<file path="config.mk">
export PLATFORM = sky130hd
export DESIGN_NAME = ram_1w_1rs_ctrl
export DESIGN_NICKNAME = d
export VERILOG_FILES = /design/src/rtl/ram_ctrl_pkg.sv /design/src/rtl/rr_arbiter.sv /design/src/rtl/ram_1w_1rs_ctrl.sv
export SDC_FILE = /design/constraint.sdc
export NUM_CORES = 1
export LEC_CHECK = 0
export CAP_MARGIN = 20
export CORE_AREA = 4 4 85 87
export DETAILED_ROUTE_END_ITERATION = 10
export DIE_AREA = 0 0 89 91
export GPL_TIMING_DRIVEN = 0
export HOLD_SLACK_MARGIN = 0.03
export PLACE_DENSITY = 0.75
export SETUP_SLACK_MARGIN = 0.02
export SKIP_LAST_GASP = 1
export SLEW_MARGIN = 20
export SYNTH_ARGS = -nofsm -noshare
export SYNTH_HDL_FRONTEND = slang
export SYNTH_SLANG_ARGS = --single-unit
</file>
<file path="constraint.sdc">
create_clock -name clk -period 2.15 [get_ports clk]
set_input_delay 0.3225 -clock clk [delete_from_list [all_inputs] [get_ports clk]]
set_output_delay 0.3225 -clock clk [all_outputs]
set_load 0.005 [all_outputs]
</file>
<file path="src/rtl/ram_ctrl_pkg.sv">
// Shared types and helpers for the single-port-pair RAM controller.
package ram_ctrl_pkg;

  typedef enum logic [1:0] {
    START,
    INIT,
    RUN
  } state_e;

  function automatic int clog2(input int unsigned v);
    int r;
    r = 0;
    for (int unsigned p = 1; p < v; p = p << 1) begin
      r++;
    end
    return r;
  endfunction

  // Index of the set bit in a one-hot vector of up to 8 bits; 0 when empty.
  function automatic int unsigned oh_to_idx(input logic [7:0] oh);
    int unsigned r;
    r = 0;
    for (int unsigned i = 0; i < 8; i++) begin
      if (oh[i]) r = i;
    end
    return r;
  endfunction

endpackage

</file>
<file path="src/rtl/rr_arbiter.sv">
// Combinational round-robin arbiter: first requester at or after base+1 wins.
module rr_arbiter
  import ram_ctrl_pkg::*;
#(
  parameter  int N  = 2,
  localparam int IW = (N > 1) ? clog2(N) : 1
) (
  input  logic [N-1:0]  req,
  input  logic [IW-1:0] base,
  output logic [N-1:0]  gnt,
  output logic [IW-1:0] gnt_idx,
  output logic          gnt_valid
);

  int unsigned cand;

  always_comb begin
    gnt  = '0;
    cand = 0;
    for (int unsigned k = 1; k <= N; k++) begin
      cand = (32'(base) + k) % N;
      if (gnt == '0 && req[cand]) gnt[cand] = 1'b1;
    end
    gnt_valid = |gnt;
    gnt_idx   = IW'(oh_to_idx(8'(gnt)));
  end

endmodule

</file>
<file path="src/rtl/ram_1w_1rs_ctrl.sv">
// Owns a 1-write/1-read RAM: zero-fills it after reset, then serves one writer
// and READERS round-robin read requesters, stalling reads that hit the write address.
module ram_1w_1rs_ctrl
  import ram_ctrl_pkg::*;
#(
  parameter  int WORD_COUNT = 256,
  parameter  int WORD_WIDTH = 32,
  parameter  int MASK_WIDTH = 4,
  parameter  int READERS    = 2,
  localparam int AW         = clog2(WORD_COUNT)
) (
  input  logic                    clk,
  input  logic                    resetn,
  output logic                    init_busy,
  input  logic                    wr_valid,
  output logic                    wr_ready,
  input  logic [AW-1:0]           wr_addr,
  input  logic [WORD_WIDTH-1:0]   wr_data,
  input  logic [MASK_WIDTH-1:0]   wr_mask,
  input  logic [READERS-1:0]      rd_cmd_valid,
  output logic [READERS-1:0]      rd_cmd_ready,
  input  logic [READERS*AW-1:0]   rd_cmd_addr,
  output logic [READERS-1:0]      rd_rsp_valid,
  output logic [WORD_WIDTH-1:0]   rd_rsp_data,
  output logic                    ram_wr_en,
  output logic [MASK_WIDTH-1:0]   ram_wr_mask,
  output logic [AW-1:0]           ram_wr_addr,
  output logic [WORD_WIDTH-1:0]   ram_wr_data,
  output logic                    ram_rd_en,
  output logic [AW-1:0]           ram_rd_addr,
  input  logic [WORD_WIDTH-1:0]   ram_rd_data
);

  localparam int          IW        = (READERS > 1) ? clog2(READERS) : 1;
  localparam logic [AW:0] LAST_ADDR = (AW + 1)'(WORD_COUNT - 1);

  state_e              state_q, state_d;
  logic [AW:0]         init_cnt_q, init_cnt_d;
  logic [IW-1:0]       last_grant_q, last_grant_d;
  logic [READERS-1:0]  rsp_valid_q, rsp_valid_d;

  logic [READERS-1:0]  arb_gnt;
  logic [IW-1:0]       arb_idx;
  logic                arb_valid;
  logic [AW-1:0]       cand_addr;
  logic                wr_fire;
  logic                hazard;

  rr_arbiter #(.N(READERS)) u_arb (
    .req       (rd_cmd_valid),
    .base      (last_grant_q),
    .gnt       (arb_gnt),
    .gnt_idx   (arb_idx),
    .gnt_valid (arb_valid)
  );

  always_comb begin
    cand_addr = '0;
    for (int unsigned i = 0; i < READERS; i++) begin
      if (arb_gnt[i]) cand_addr = rd_cmd_addr[i*AW +: AW];
    end
  end

  always_comb begin
    state_d      = state_q;
    init_cnt_d   = init_cnt_q;
    last_grant_d = last_grant_q;
    rsp_valid_d  = '0;
    init_busy    = 1'b1;
    wr_ready     = 1'b0;
    rd_cmd_ready = '0;
    ram_wr_en    = 1'b0;
    ram_wr_mask  = '0;
    ram_wr_addr  = '0;
    ram_wr_data  = '0;
    ram_rd_en    = 1'b0;
    ram_rd_addr  = '0;
    wr_fire      = 1'b0;
    hazard       = 1'b0;

    unique case (state_q)
      START: state_d = INIT;
      INIT: begin
        ram_wr_en   = 1'b1;
        ram_wr_mask = '1;
        ram_wr_addr = init_cnt_q[AW-1:0];
        init_cnt_d  = init_cnt_q + (AW + 1)'(1);
        if (init_cnt_q == LAST_ADDR) state_d = RUN;
      end
      RUN: begin
        init_busy = 1'b0;
        wr_ready  = 1'b1;
        wr_fire   = wr_valid;
        if (wr_fire) begin
          ram_wr_en   = 1'b1;
          ram_wr_mask = wr_mask;
          ram_wr_addr = wr_addr;
          ram_wr_data = wr_data;
        end
        // A colliding write suppresses the whole grant; the pointer holds so the same reader retries.
        hazard = wr_fire && (wr_addr == cand_addr);
        if (arb_valid && !hazard) begin
          rd_cmd_ready = arb_gnt;
          ram_rd_en    = 1'b1;
          ram_rd_addr  = cand_addr;
          last_grant_d = arb_idx;
          rsp_valid_d  = arb_gnt;
        end
      end
      default: state_d = START;
    endcase
  end

  always_ff @(posedge clk or negedge resetn) begin
    if (!resetn) begin
      state_q      <= START;
      init_cnt_q   <= '0;
      last_grant_q <= IW'(READERS - 1);
      rsp_valid_q  <= '0;
    end else begin
      state_q      <= state_d;
      init_cnt_q   <= init_cnt_d;
      last_grant_q <= last_grant_d;
      rsp_valid_q  <= rsp_valid_d;
    end
  end

  assign rd_rsp_valid = rsp_valid_q;
  assign rd_rsp_data  = ram_rd_data;

endmodule

</file>
==> results.sh, run 1 <==
export IMPL_regArea_um2=352
export IMPL_io_buffers=156
export IMPL_worst_pin_slew_ns=0.657
export IMPL_ios=189
export IMPL_synth_distinct_cells=29
export IMPL_gp_congestion=0.778
export IMPL_yosysWarningCount=0
export IMPL_start_util_pct=24.6
export IMPL_grt_pass1_vias=2220
export IMPL_gr_usage_all_layers_pct=16.8
export IMPL_critPathMaxFanout=4
export IMPL_ys_ff_latch=14
export IMPL_die_h_um=91
export IMPL_powerDensity_nw_per_um2=224
export IMPL_hp_class="in2async"
export IMPL_instances_no_fill=455
export IMPL_worstSetupPathType="reg2out"
export IMPL_synth_nets=298
export IMPL_placedCellCount=429
export IMPL_internal_power_w=0.000614
export IMPL_cts_clk_slew_worst_paths_ns=0.06
export IMPL_synth_compound_area_share_pct=15.0
export IMPL_clock_fmax_mhz=382
export IMPL_clockBufferDepth=2
export IMPL_synth_cells=196
export IMPL_grt_max_degree=15
export IMPL_fin_crit_ns=2.62
export IMPL_place_hpwl_um=5600
export IMPL_area_delta_synth_final_pct=130
export IMPL_switching_power_w=0.000195
export IMPL_crit_arrival_ns=2.30
export IMPL_avgSynthCellArea_um2=7.98
export IMPL_timing_final_max_slew_violations=0
export IMPL_core_area_um2=6350
export IMPL_required_ns=1.83
export IMPL_antenna_left=0
export IMPL_avgRoutedWirePerCell_um=15.8
export IMPL_die_x_um=89
export IMPL_final_area_um2=3600
export IMPL_vias_per_cell=4.50
export IMPL_hold_viol_final=0
export IMPL_period_share_pct=122
export IMPL_fin_ws_ns=-0.470
export IMPL_max_vdd_ir_drop_uv=188
export IMPL_r2r_slack_ns=0.01
export IMPL_mostFrequentLayoutCell="clkdlybuf4s50_1"
export IMPL_synth_xor_area_share_pct=8.40
export IMPL_clock_sinks=14
export IMPL_grt_setup_unrepaired="yes"
export IMPL_initialDrtViolationCount=102
export IMPL_firstDrtPassIters=4
export IMPL_cp_end_kind="output pin"
export IMPL_r2r_cells=10
export IMPL_layout_drive_gt1_share_pct=29.9
export IMPL_netlist_area_um2=1560
export IMPL_p_leak_nw=1.85
export IMPL_overflow=0
export IMPL_synth_top_family_by_area="simple AND/OR/NAND/NOR gates"
export IMPL_mostFrequentLayoutCells="clkdlybuf4s50_1 (100), buf_4 (43), dlygate4sd2_1 (38)"
export IMPL_num_antenna_cells=0
export IMPL_maxSlewHeadroom_pct=56.1
export IMPL_dieArea_um2=8100
export IMPL_critPathLaunchType="register"
export IMPL_outcome="complete, but fails checks"
export IMPL_power_frac_seq_pct=32.6
export IMPL_drc=0
export IMPL_cts_tree="done"
export IMPL_wirelength_um=7180
export IMPL_nFillCells=572
export IMPL_postCtsHoldBufs=0
export IMPL_place_ws_ns=-1.06
export IMPL_via_count=2046
export IMPL_ys_seq_area_share_pct=22.5
export IMPL_synth_adder_area_share_pct=4.00
export IMPL_dpl_cell_area_um2=3220
export IMPL_synthSimpleGateAreaFrac_pct=28.6
export IMPL_cts_made_buffers=3
export IMPL_p_clk_share_pct=27.9
export IMPL_power_frac_comb_pct=39.5
export IMPL_setup_violations=11
export IMPL_clk_latency_ns=0.25
export IMPL_antenna_found_initial=0
export IMPL_rows=29
export IMPL_multi_input_area_um2=1050
export IMPL_maxCapViolations=0
export IMPL_cts_root_buffer_cell="clkbuf_8"
export IMPL_grt_pass1_wl_um=10900
export IMPL_netSwitchingFraction_pct=24.1
export IMPL_layout_nets=481
export IMPL_muxShareOfSynthArea_pct=0.720
export IMPL_htreeDepth=1
export IMPL_fin_worst_skew_ns=0.00590
export IMPL_violations="setup timing"
## flip-flops by register name, summed over array words and instances (netlist names)
register,flops
rd_rsp_valid,2
init_cnt_q,9
state_q,2
last_grant_q,1
## cells by family (layout without fill, tap and decap cells)
logic type,after synthesis,count (layout)
adder cells (fa/ha/maj),5,5
AND/OR/NAND/NOR,82,83
AO/OA/AOI/OAI,26,27
multiplexers,1,1
buffers and inverters,53,233
flip-flops,14,14
XOR/XNOR,15,15
## layer usage
layer	routed length, µm	GRT usage (%)	part of all wire (%)	vias to the layer above
li1	-	-	-	1009
met1	2580	18.8	36	933
met2	3900	31.1	54	94
met3	580	3.44	8.1	10
met4	113	5.46	1.6	0
met5	0	0	0	-
## power by group through the flow
stage                     Combinational (W)  Sequential (W)  Clock, W
final                              0.000319        0.000264  0.000226
after global routing               0.000341        0.000263  0.000243
after CTS                          0.000315        0.000264  0.000229
after detailed placement           0.000297        0.000268         0
after global placement             0.000292        0.000268         0
after floorplan                   0.0000951        0.000268         0
## cells in the mapped netlist
| master | number | area share [%] |
|---|---|---|
| o21ai_0 | 2 | 0.64 |
| nand4_2 | 1 | 0.80 |
| o311ai_0 | 1 | 0.56 |
| a21oi_1 | 3 | 0.96 |
| dfrtp_1 | 13 | 21 |
| dfstp_2 | 1 | 1.7 |
| ha_1 | 5 | 4.0 |
| nor2_1 | 26 | 6.2 |
| and2_1 | 1 | 0.40 |
| o31ai_4 | 2 | 2.7 |
| a2bb2oi_1 | 1 | 0.56 |
| nand4_1 | 3 | 1.2 |
| xnor2_1 | 4 | 2.2 |
| a32oi_2 | 1 | 1.0 |
| nand3_1 | 1 | 0.32 |
| mux2_2 | 1 | 0.72 |
| buf_6 | 1 | 0.72 |
| clkbuf_1 | 11 | 2.6 |
| nand2_1 | 7 | 1.7 |
| nor2b_1 | 8 | 3.2 |
| buf_4 | 32 | 15 |
| a21boi_2 | 1 | 0.72 |
| nand3_2 | 1 | 0.64 |
| a32oi_1 | 7 | 3.9 |
| nand2b_4 | 1 | 0.88 |
| and3_1 | 33 | 13 |
| a22oi_1 | 8 | 3.8 |
| xor2_1 | 11 | 6.2 |
| inv_1 | 9 | 2.2 |
## critical path, stage by stage (launching register included)
cell      delay, ns
dfstp_2        0.55
buf_12         0.11
a21boi_2       0.09
a32oi_2        0.27
xor2_1         0.20
nand3_2        0.15
o31ai_4        0.28
buf_6          0.16
buf_6          0.10
nor2_2         0.03
buf_2          0.13
## metrics by stage
stage               hold WS, ns  utilization, %  TNS, ns  power, W
floorplan                0.0269               -        0  0.000364
finish                    0.478            56.7    -4.68  0.000809
global placement          0.478            50.7   -23.21  0.000560
detailed placement        0.490            50.7   -26.20  0.000565
global route              0.522            56.7    -6.44  0.000848
CTS                       0.502            55.7    -4.88  0.000808
## path summary, 6_finish.rpt
path | start | to
max | last_grant_q | ram_rd_addr[0]
min | resetn | init_cnt_q[5]
max reg2reg | last_grant_q | last_grant_q
min reg2reg | init_cnt_q[7] | init_cnt_q[7]
max in group asynchronous | resetn | rd_rsp_valid[0]
min in group clk | init_cnt_q[7] | init_cnt_q[7]
## layout make-up
type	count	area share, %
well taps	77	2.67
repair buffers	178	46.4
clock buffers	4	1.25
multi-input cells	131	29.1
inverters	9	0.938
flip-flops and latches	14	9.76
plain buffers	42	9.90
## what timing repair did
action | CTS | global route
resized for setup | 139 | 24
gates cloned | 3 | 0
pin swaps | 9 | 13
setup buffers | 17 | 6
setup endpoints to repair | 60 | 22
(Power assumes the default switching activity.)
==> run 2: changes to the inputs <==
Settings changed: CORE_AREA 4 4 85 87 to 4 4 82 84, DIE_AREA 0 0 89 91 to 0 0 86 88, PLACE_DENSITY 0.75 to 0.8.
==> results.sh, run 2 (synthesis gave the netlist of run 1 again) <==
export IMPL_dpl_cell_area_um2=3220
export IMPL_required_ns=1.83
export IMPL_io_buffers=156
export IMPL_num_antenna_cells=0
export IMPL_rows=28
export IMPL_timing_final_max_slew_violations=0
export IMPL_mostFrequentLayoutCell="clkdlybuf4s50_1"
export IMPL_grt_max_degree=15
export IMPL_critPathLaunchType="register"
export IMPL_cts_made_buffers=3
export IMPL_cp_end_kind="output pin"
export IMPL_postCtsHoldBufs=0
export IMPL_clock_sinks=14
export IMPL_via_count=2087
export IMPL_violations="setup timing"
export IMPL_hold_viol_final=0
export IMPL_layout_nets=486
export IMPL_maxCapViolations=0
export IMPL_avgRoutedWirePerCell_um=16.3
export IMPL_cts_root_buffer_cell="clkbuf_8"
export IMPL_ios=189
export IMPL_fin_ws_ns=-0.480
export IMPL_gr_usage_all_layers_pct=18.2
export IMPL_mostFrequentLayoutCells="clkdlybuf4s50_1 (99), buf_4 (52), dlygate4sd2_1 (43)"
export IMPL_fin_worst_skew_ns=0.00606
export IMPL_die_h_um=88
export IMPL_clk_latency_ns=0.26
export IMPL_start_util_pct=26.4
export IMPL_wirelength_um=7440
export IMPL_grt_pass1_wl_um=10800
export IMPL_fin_crit_ns=2.63
export IMPL_firstDrtPassIters=4
export IMPL_place_ws_ns=-1.12
export IMPL_setup_violations=13
export IMPL_cts_clk_slew_worst_paths_ns=0.07
export IMPL_gp_congestion=0.812
export IMPL_setup_tns_ns=-4.91
export IMPL_grt_pass1_vias=2098
export IMPL_die_x_um=86
export IMPL_grt_setup_unrepaired="yes"
export IMPL_max_vdd_ir_drop_uv=166
export IMPL_largest_register_ffs=9
export IMPL_multi_input_area_um2=1050
export IMPL_crit_arrival_ns=2.31
export IMPL_outcome="complete, but fails checks"
export IMPL_drc=0
export IMPL_cts_tree="done"
export IMPL_clockBufferDepth=2
export IMPL_antenna_found_initial=0
export IMPL_nFillCells=501
export IMPL_regMostFlops="init_cnt_q"
export IMPL_antenna_left=0
export IMPL_clock_fmax_mhz=380
export IMPL_overflow=0
export IMPL_regArea_um2=352
export IMPL_critPathMaxFanout=8
export IMPL_maxSlewHeadroom_pct=53.7
export IMPL_core_area_um2=5920
export IMPL_p_leak_nw=1.82
export IMPL_initialDrtViolationCount=83
export IMPL_period_share_pct=122
export IMPL_worstSetupPathType="reg2out"
export IMPL_place_hpwl_um=5680
export IMPL_powerDensity_nw_per_um2=229
export IMPL_final_core_util_pct=61.3
export IMPL_hp_class="in2async"
export IMPL_htreeDepth=1
export IMPL_area_delta_synth_final_pct=132
export IMPL_worst_pin_slew_ns=0.692
export IMPL_dieArea_um2=7570
export IMPL_layout_drive_gt1_share_pct=29.2
export IMPL_vias_per_cell=4.56
export IMPL_final_area_um2=3630
==> run 2: cell types whose count changed in the layout (fill, tap and decap cells not counted), moves of 2 or more <==
cell           delta
a32oi_2           -2
a32oi_4           +2
buf_4             +9
buf_6             -2
clkbuf_2          -4
dlygate4sd2_1     +5
==> run 2: routing by layer <==
layer  global-route usage [%]  part of all wire [%]  vias to the layer above
met5                        0                     0                        -
met4                     5.47                   1.3                        0
met3                     4.42                   7.0                        8
met2                     32.9                    53                       90
met1                     21.2                    39                      975
li1                         -                     -                     1014
==> run 2: timing repair <==
action,4_1_cts,5_1_grt
cloned,1,0
endpoints found under the setup margin,60,22
endpoints found under the hold margin,0,0
setup buffers,24,4
gates resized for setup,138,15
pin swaps,14,14
==> run 2: worst max-delay path, cell delays in order, from the launching register on <==
cell and delay [ns]:
dfstp_2 0.56, nand2b_4 0.21, buf_6 0.13, a32oi_4 0.11, xor2_1 0.20, nand3_2 0.13, buf_4 0.17, o31ai_4 0.32
nor2_2 0.09, buf_2 0.14
==> run 2: cell type report <==
cell class,count,share of cell area (%)
Buffer,42,9.92
Clock buffer,4,1.24
Inverter,9,0.930
Multi-Input combinational cell,130,28.9
Sequential cell,14,9.68
Tap cell,75,2.58
Timing Repair Buffer,184,46.7
==> run 2: power by group <==
| group | leakage [nW] | internal (W) | switching (W) |
|---|---|---|---|
| clock | 0.0228 | 0.000132 | 0.000108 |
| sequential | 0.177 | 0.000264 | 0 |
| combinational | 1.62 | 0.000225 | 0.000105 |
==> run 2: path summary, 6_finish.rpt <==
check	from	to	slack [ns]	cells past startpoint
max in group asynchronous	resetn	rd_rsp_valid[0]	1.22	1
worst min register to register	init_cnt_q[6]	init_cnt_q[6]	0.52	1
worst min-delay path	resetn	init_cnt_q[5]	0.48	1
min in group clk	init_cnt_q[6]	init_cnt_q[6]	0.52	1
worst max register to register	last_grant_q	last_grant_q	-0.16	10
worst max-delay path	last_grant_q	rd_cmd_ready[1]	-0.48	9
==> run 2: stage by stage <==
| step | cells | hold WS (ns) | total power (W) |
|---|---|---|---|
| after floorplan | 196 | 0.0269 | 0.000364 |
| after global placement | 427 | 0.472 | 0.000560 |
| after detailed placement | 427 | 0.483 | 0.000565 |
| after CTS | 454 | 0.506 | 0.000828 |
| after global routing | 458 | 0.527 | 0.000862 |
| final | 458 | 0.482 | 0.000833 |
==> run 3: changes to the inputs <==
Settings changed: CAP_MARGIN 20 to not set.
==> results of run 3 <==
Final layout, timing and power as in run 2 (identical DEF).
